[src/rtl/dzcpu_useq.sv]
// Microcode sequencer for the dzcpu core: drives the micro-ROM address and the
// per-micro-op commit enable, with JMP, CALL/RET on a bounded stack, WAIT and abort.
module dzcpu_useq #(
  parameter int UPC_W       = 8,
  parameter int UOP_W       = 16,
  parameter int STACK_DEPTH = 4,
  parameter int LVL_W       = 3
) (
  input  logic             iClock,
  input  logic             iReset,
  input  logic             iStart,
  input  logic [UPC_W-1:0] iFlowIdx,
  input  logic [UOP_W-1:0] iUop,
  input  logic [3:0]       iFlags,
  input  logic             iMemReady,
  input  logic             iAbort,
  output logic [UPC_W-1:0] oUpc,
  output logic             oExec,
  output logic             oBusy,
  output logic             oDone,
  output logic             oFault,
  output logic [LVL_W-1:0] oStackLevel
);

  localparam int IDX_W = (STACK_DEPTH > 1) ? $clog2(STACK_DEPTH) : 1;

  localparam logic [2:0] SQ_NEXT = 3'b000;
  localparam logic [2:0] SQ_EOF  = 3'b001;
  localparam logic [2:0] SQ_EOFT = 3'b010;
  localparam logic [2:0] SQ_EOFF = 3'b011;
  localparam logic [2:0] SQ_JMP  = 3'b100;
  localparam logic [2:0] SQ_CALL = 3'b101;
  localparam logic [2:0] SQ_RET  = 3'b110;
  localparam logic [2:0] SQ_WAIT = 3'b111;

  typedef enum logic [1:0] {sIdle = 2'd0, sRun = 2'd1, sFault = 2'd2} state_t;

  state_t           state, stateNext;
  logic [UPC_W-1:0] upc, upcNext, upcInc, target;
  logic [LVL_W-1:0] level, levelNext;
  logic             done, doneNext;
  logic [UPC_W-1:0] stack [STACK_DEPTH];
  logic [IDX_W-1:0] pushIdx, popIdx;
  logic [2:0]       sq;
  logic [1:0]       cs;
  logic             flag, canPush, canPop, eofTaken, stall, stackErr, push;

  // Micro-op field decode; bits between the cond select and the target are spare.
  assign sq       = iUop[UOP_W-1 -: 3];
  assign cs       = iUop[UOP_W-4 -: 2];
  assign flag     = iFlags[cs];
  assign target   = iUop[UPC_W-1:0];
  assign upcInc   = upc + UPC_W'(1);
  assign canPush  = level < LVL_W'(STACK_DEPTH);
  assign canPop   = level != '0;
  assign eofTaken = (sq == SQ_EOF) || (sq == SQ_EOFT && flag) || (sq == SQ_EOFF && !flag);
  assign stall    = (sq == SQ_WAIT) && !iMemReady;
  assign stackErr = (sq == SQ_CALL && !canPush) || (sq == SQ_RET && !canPop);
  assign pushIdx  = IDX_W'(level);
  assign popIdx   = IDX_W'(level - LVL_W'(1));
  assign push     = (state == sRun) && !iAbort && (sq == SQ_CALL) && canPush;

  if (UOP_W > UPC_W + 5) begin : gSpare
    logic unusedUop;
    assign unusedUop = ^iUop[UOP_W-6:UPC_W];
  end

  always_ff @(posedge iClock) begin
    if (!iReset) begin
      state <= sIdle;
      upc   <= '0;
      level <= '0;
      done  <= 1'b0;
    end else begin
      state <= stateNext;
      upc   <= upcNext;
      level <= levelNext;
      done  <= doneNext;
    end
  end

  // Return addresses are data only; their contents after reset are irrelevant.
  always_ff @(posedge iClock) begin
    if (push) stack[pushIdx] <= upcInc;
  end

  always_comb begin
    stateNext = state;
    upcNext   = upc;
    levelNext = level;
    doneNext  = 1'b0;
    case (state)
      sIdle: begin
        if (iStart) begin
          upcNext   = iFlowIdx;
          stateNext = sRun;
        end
      end
      sRun: begin
        if (iAbort) begin
          stateNext = sIdle;
          levelNext = '0;
        end else begin
          case (sq)
            SQ_JMP: upcNext = target;
            SQ_CALL: begin
              if (canPush) begin
                upcNext   = target;
                levelNext = level + LVL_W'(1);
              end else begin
                stateNext = sFault;
              end
            end
            SQ_RET: begin
              if (canPop) begin
                upcNext   = stack[popIdx];
                levelNext = level - LVL_W'(1);
              end else begin
                stateNext = sFault;
              end
            end
            SQ_WAIT: begin
              if (iMemReady) upcNext = upcInc;
            end
            default: begin
              if (eofTaken) begin
                stateNext = sIdle;
                doneNext  = 1'b1;
                levelNext = '0;
              end else begin
                upcNext = upcInc;
              end
            end
          endcase
        end
      end
      sFault: stateNext = sFault;
      default: stateNext = sIdle;
    endcase
  end

  always_comb begin
    oBusy  = (state == sRun);
    oExec  = (state == sRun) && !iAbort && !stall && !stackErr;
    oFault = (state == sFault);
  end

  assign oUpc        = upc;
  assign oDone       = done;
  assign oStackLevel = level;

endmodule

[config.mk]
export PLATFORM = sky130hd
export DESIGN_NAME = dzcpu_useq
export DESIGN_NICKNAME = d
export VERILOG_FILES = /design/src/rtl/dzcpu_useq.sv
export SDC_FILE = /design/constraint.sdc
export NUM_CORES = 1
export LEC_CHECK = 0
export ABC_AREA = 1
export BUFFER_PORTS_ARGS = -buffer_cell sky130_fd_sc_hd__buf_2
export CAP_MARGIN = 20
export CORE_ASPECT_RATIO = 1.1
export CORE_MARGIN = 2
export CORE_UTILIZATION = 52
export CTS_BUF_LIST = sky130_fd_sc_hd__clkbuf_8
export DETAILED_ROUTE_END_ITERATION = 8
export PLACE_DENSITY = 0.82
export SLEW_MARGIN = 20
export SYNTH_ARGS = -nofsm -noshare
export SYNTH_HDL_FRONTEND = slang
export SYNTH_SLANG_ARGS = --single-unit
[constraint.sdc]
create_clock -name iClock -period 2.2 [get_ports iClock]
set_input_delay 0 -clock iClock [delete_from_list [all_inputs] [get_ports iClock]]
set_output_delay 0 -clock iClock [all_outputs]
set_load 0.02 [all_outputs]
### After elaboration in Yosys (flattened, before gate mapping)

Memory sizes are Yosys's and may differ from the RTL's.
Cells that the tools add are included.

* bits of input ports: 33
* logic and storage cells: 88
* flip-flop bits (word level): 14
* bits in writable memories: 32
* memories kept: 1
* output and inout port bits: 15

Memory list
* stack: words 4, width 8, read ports 1, clocked after memory_dff 0, wr ports 1, line 42 `logic [UPC_W-1:0] stack [STACK_DEPTH];`

* add/sub/neg operators: 3
* mux-type cells: 25
* reductions and logical operators: 29
* magnitude comparators: 2
* bitwise operators: 2
* equal/unequal tests: 22

Operators with widths (number)
* $mux 8: 6
* $pmux 8 s4: 1
* $ne 3x3->1 const B: 6
* $pmux 8 s2: 1
* $eq 3x3->1 const B: 4
* $mux 3: 4
* $pmux 2 s3: 2
* $logic_and 1x1->1: 10
* $mux 2: 5
* $reduce_and 5->1: 2
* $pmux 3 s3: 1
* $add 8x1->8 const B: 1
* $ne 4x4->1 const B: 2
* $logic_not 1->1: 7
* $reduce_and 7->1: 1
* $reduce_or 7->1: 1
* $eq 3x2->1 const B: 2
* $ne 6x2->1 const B: 1
* $ne 5x2->1 const B: 1
* $mux 1: 4
* $ne 2x2->1 const B: 2
* $reduce_bool 4->1: 1
* $add 3x1->3 const B: 1
* $eq 3x1->1 const B: 1
* 13 further kinds: 16

### Logic depth before layout (Yosys ltp)

* depth in word-level cells: 9
* gate-level depth with buffers: 13
* gate-level depth less buffers: 11

### Least setup slack after synthesis

No wires, ideal clock.

* path type: register -> register
* from: reg level[0], in the netlist oStackLevel[0]
* to: reg upc[2], in the netlist oUpc[2]
* clock period less this slack: 2255 ps
* buffers on the path: 3
* slack: -55 ps
* data arrival time: 2191 ps
* stages on the path, launching flop included: 14
* required time: 2136 ps
* library setup time: 64 ps
* path through: dfxtp_1 > buf_4 > clkinv_1 > buf_2 > ha_1 > buf_2 > clkinv_1 > nand3_1 > nand3_1 > nand4_1 > o21ai_0 > nand3_1 > nand2_1 > nor2_1

* cells in the longest elaborated chain, start to end: 6
* elaborated cells between the ends (all ways): 11
* those cells by class: add/sub: 1; order compare: 1; eq/ne: 2; mux: 4; reduce/logical: 2; memory: 1

Ends and longest elaborated chain
* from (decl): line 40 `logic [LVL_W-1:0] level, levelNext;`
* from (signal assigned): line 77 `level <= levelNext;`
* $sub 3x1->3
* $mem_v2 4x8
* $mux 8: line 115 `if (canPop) begin`
* $pmux 8 s4: line 104 `case (sq)`
* $mux 8: line 100 `if (iAbort) begin`
* $pmux 8 s2: line 92 `case (state)`
* to (signal assigned): line 76 `upc <= upcNext;`
* to (decl): line 39 `logic [UPC_W-1:0] upc, upcNext, upcInc, target;`

Several ways; a longest one is shown, not always the timed one. The select of a mux whose other input is x is not followed.
A chain may end at the register's enable or synchronous reset.

### Worst setup path after layout

* from: reg level[1], in the netlist oStackLevel[1]
* to: reg upc[6], in the netlist oUpc[6]

Same word-level chain as after synthesis.

==> results.json <==
{
  "grt_pass1_wl_mm": 9.45,
  "skew_ps": 6.95,
  "cp.arrival_ps": 2100,
  "synth_ff_type": "edfxtp_1",
  "p_seq_share_pct": 49.9,
  "worstSkewPairLatency_ps": 300,
  "synthArstFlopShare_pct": 0,
  "worst-r2r-cell-count": 10,
  "cp-end-kind": "flip-flop",
  "relSlewSlack_pct": 69.6,
  "setup_viol": 0,
  "htree_levels": 2,
  "synth.top_cells.by_count": "nand2_1, nand3_1, nor2_1, edfxtp_1, inv_1",
  "synthCells": 310,
  "die-area_um2": 5350,
  "root_buffer": "clkbuf_8",
  "synth.area.top_cells": "edfxtp_1, nand2_1, dfxtp_1, nand3_1, nor2_1",
  "max-cap-violations": 0,
  "grt_max_degree": 24,
  "die_h_um": 76.5,
  "syn_area_um2": 2490,
  "io_pins": 48,
  "drcViolationCount": 0,
  "cts_hold_buffers": 0,
  "crit_fanout": 10,
  "switching_power_mw": 0.563,
  "timing.final.crit_share_pct": 84.3,
  "drt_iter0_drc": 118,
  "drv_slew": 0,
  "reg2reg_from": "oStackLevel[1]$_SDFFE_PN0P_",
  "utilization_pct": 63.1,
  "worst_setup_path_start_kind": "flip-flop",
  "p_leak_nw": 1.32,
  "hold_ws_ps": 35.4,
  "drtPass1Iterations": 4,
  "core_area_um2": 4620,
  "fmax_ghz": 0.539,
  "yosysMostFrequentCell": "nand2_1",
  "hold_viol": 0,
  "path_buf_inv": 2,
  "cpLargestDelayFamily": "simple AND/OR/NAND/NOR gates",
  "cp_slowest_stage_delay_ps": 410,
  "switching_share_pct": 28.0,
  "wl_mm": 5.57,
  "post-cts-setup-buffers": 0,
  "crit_path_frequent_cell": "nand3_1",
  "p_int_mw": 1.45,
  "synth_edf_count": 32,
  "yosysTopAreaCell": "edfxtp_1",
  "irDropWorstVdd_uv": 448,
  "fp-row-count": 26,
  "ys_ff_latch": 46,
  "ys_types": 31,
  "rrSetupSlack_ps": 350,
  "drive_gt1_share_pct": 22.3,
  "final.min_clock_period_ps": 1850,
  "r2r-end": "oUpc[6]$_SDFFE_PN0P_",
  "ctsLongestPathBuffers": 2,
  "tns_ps": 0,
  "die_x_um": 69.9,
  "synth_nets": 349,
  "worstPathRequired_ps": 2440,
  "globalplace.congestion": 0.892,
  "yosys_warnings": 0,
  "vias": 2179,
  "pwr-share-comb_pct": 19.4,
  "critical_path_class": "reg -> reg",
  "grt_overflow": 0,
  "vias_per_cell": 5.20,
  "nets": 401,
  "synthToLayoutAreaGrowth_pct": 17.3,
  "grt_pass1_vias": 1997,
  "worstMarginPinSlew_ps": 453,
  "p_per_area_nw_per_um2": 689,
  "grtUsageTotal_pct": 22.1,
  "pwr-share-clk_pct": 30.7,
  "synth_top_area_share_pct": 38.7,
  "status": "complete, no violations",
  "path_clk_slew_ps": 90,
  "holdCritStartpoint": "iReset",
  "initial_utilization_pct": 53.8,
  "port_buffers": 44,
  "hold_class": "in -> reg",
  "syn_avg_cell_area_um2": 8.02,
  "wl_per_cell_um": 13.3,
  "crit_slowest_cell": "dfxtp_1",
  "detail-route-antenna-nets": 0,
  "grt_antenna_before_repair": 0,
  "dp_hpwl_mm": 4.04,
  "holdPathEnd": "oUpc[5]$_SDFFE_PN0P_",
  "rsz0062_at_grt": "false",
  "cts_resized": 0,
  "seq_area_frac_synth_pct": 49.9,
  "cts_tree": "yes",
  "cts_buffers": 5,
  "path_cells": "inv_1, ha_1, clkinv_1, nand3_1, nand3_1, nand3b_1, o21ai_0, nand3_1, nand2_1, nor2_1",
  "clock_sinks": 46,
  "min_path_cells": 3,
  "num_antenna_cells": 0
}
power groups by stage:
| stage | Combinational [mW] | Sequential, mW | Clock, mW |
|---|---|---|---|
| after floorplan | 0.236 | 1.05 | 0 |
| after global placement | 0.375 | 1.02 | 0 |
| after detailed placement | 0.384 | 1.02 | 0 |
| after CTS | 0.388 | 1.00 | 0.630 |
| after global routing | 0.438 | 1.01 | 0.661 |
| final | 0.390 | 1.00 | 0.617 |
how the worst max path moves through the flow:
stage | start | endpoint | slack, ps | cells past startpoint
final | oStackLevel[1]$_SDFFE_PN0P_ | oUpc[6]$_SDFFE_PN0P_ | 350 | 10
after global routing | oStackLevel[1]$_SDFFE_PN0P_ | oUpc[5]$_SDFFE_PN0P_ | 160 | 10
after floorplan | oStackLevel[0]$_SDFFE_PN0P_ | oUpc[2]$_SDFFE_PN0P_ | 50 | 13
after global placement | oStackLevel[1]$_SDFFE_PN0P_ | oUpc[5]$_SDFFE_PN0P_ | 380 | 10
after CTS | oStackLevel[1]$_SDFFE_PN0P_ | oUpc[5]$_SDFFE_PN0P_ | 330 | 10
after detailed placement | oStackLevel[1]$_SDFFE_PN0P_ | oUpc[4]$_SDFFE_PN0P_ | 340 | 10
cell usage in the layout, fill, tap and decap left out, drive strengths merged:
master  synthesis  layout
a211oi          1       1
inv            29      30
xnor2           1       1
clkbuf          2       5
and2            2       2
a41oi           1       1
xor2            3       3
or2             3       3
a21oi           9       9
nand4           5       5
nand3b          1       1
nand3          49      49
nand2          92      92
edfxtp         32      32
clkinv          3       4
buf             6      53
o21ai           8       8
bufinv          0       1
ha              6       6
dfxtp          14      14
o211ai          1       1
nor3            3       3
nor2           39      39
flip-flops by register name (all words and copies together), names as in the netlist:
name,cells
oStackLevel,3
stack,32
oUpc,8
oDone,1
state,2
layer usage:
layer / track usage (%) / share of wire (%) / vias to the layer above
li1: - / - / 1124
met3: 3.57 / 4.0 / 13
met4: 5.58 / 1.5 / 0
met2: 38.6 / 52 / 61
met5: 0 / 0 / -
met1: 28.5 / 43 / 981
worst min-delay path: cells and delay by family:
kind	cells	cell delay [ps]
buffers and inverters	1	180
AND/OR/NAND/NOR	2	120
area by class of cell:
cell class	instances	area, µm²
Fill cell	388	1700
Clock buffer	5	68.8
Clock inverter	3	43.8
Multi-Input combinational cell	224	1080
Timing Repair Buffer	53	288
Sequential cell	46	1240
Tap cell	56	70.1
Inverter	32	120
cell families (layout without fill, tap and decap cells):
group | count (synthesis) | count (layout) | share of synthesized area (%)
buffers and inverters | 40 | 93 | 6.54
XOR/XNOR | 4 | 4 | 1.41
adder cells (fa/ha/maj) | 6 | 6 | 3.02
flip-flops | 46 | 46 | 49.9
AND/OR/NAND/NOR | 194 | 194 | 34.3
AO/OA/AOI/OAI | 20 | 20 | 4.83
stage by stage:
step	cells	total power [mW]	cell area, µm²	worst slack, ps
after CTS	419	2.02	2920	331
after global routing	419	2.11	2920	162
after detailed placement	411	1.41	2800	342
final	419	2.01	2920	345
after global placement	411	1.40	2800	383
after floorplan	310	1.28	2490	49.1
Power figures use the tool's default switching activity.
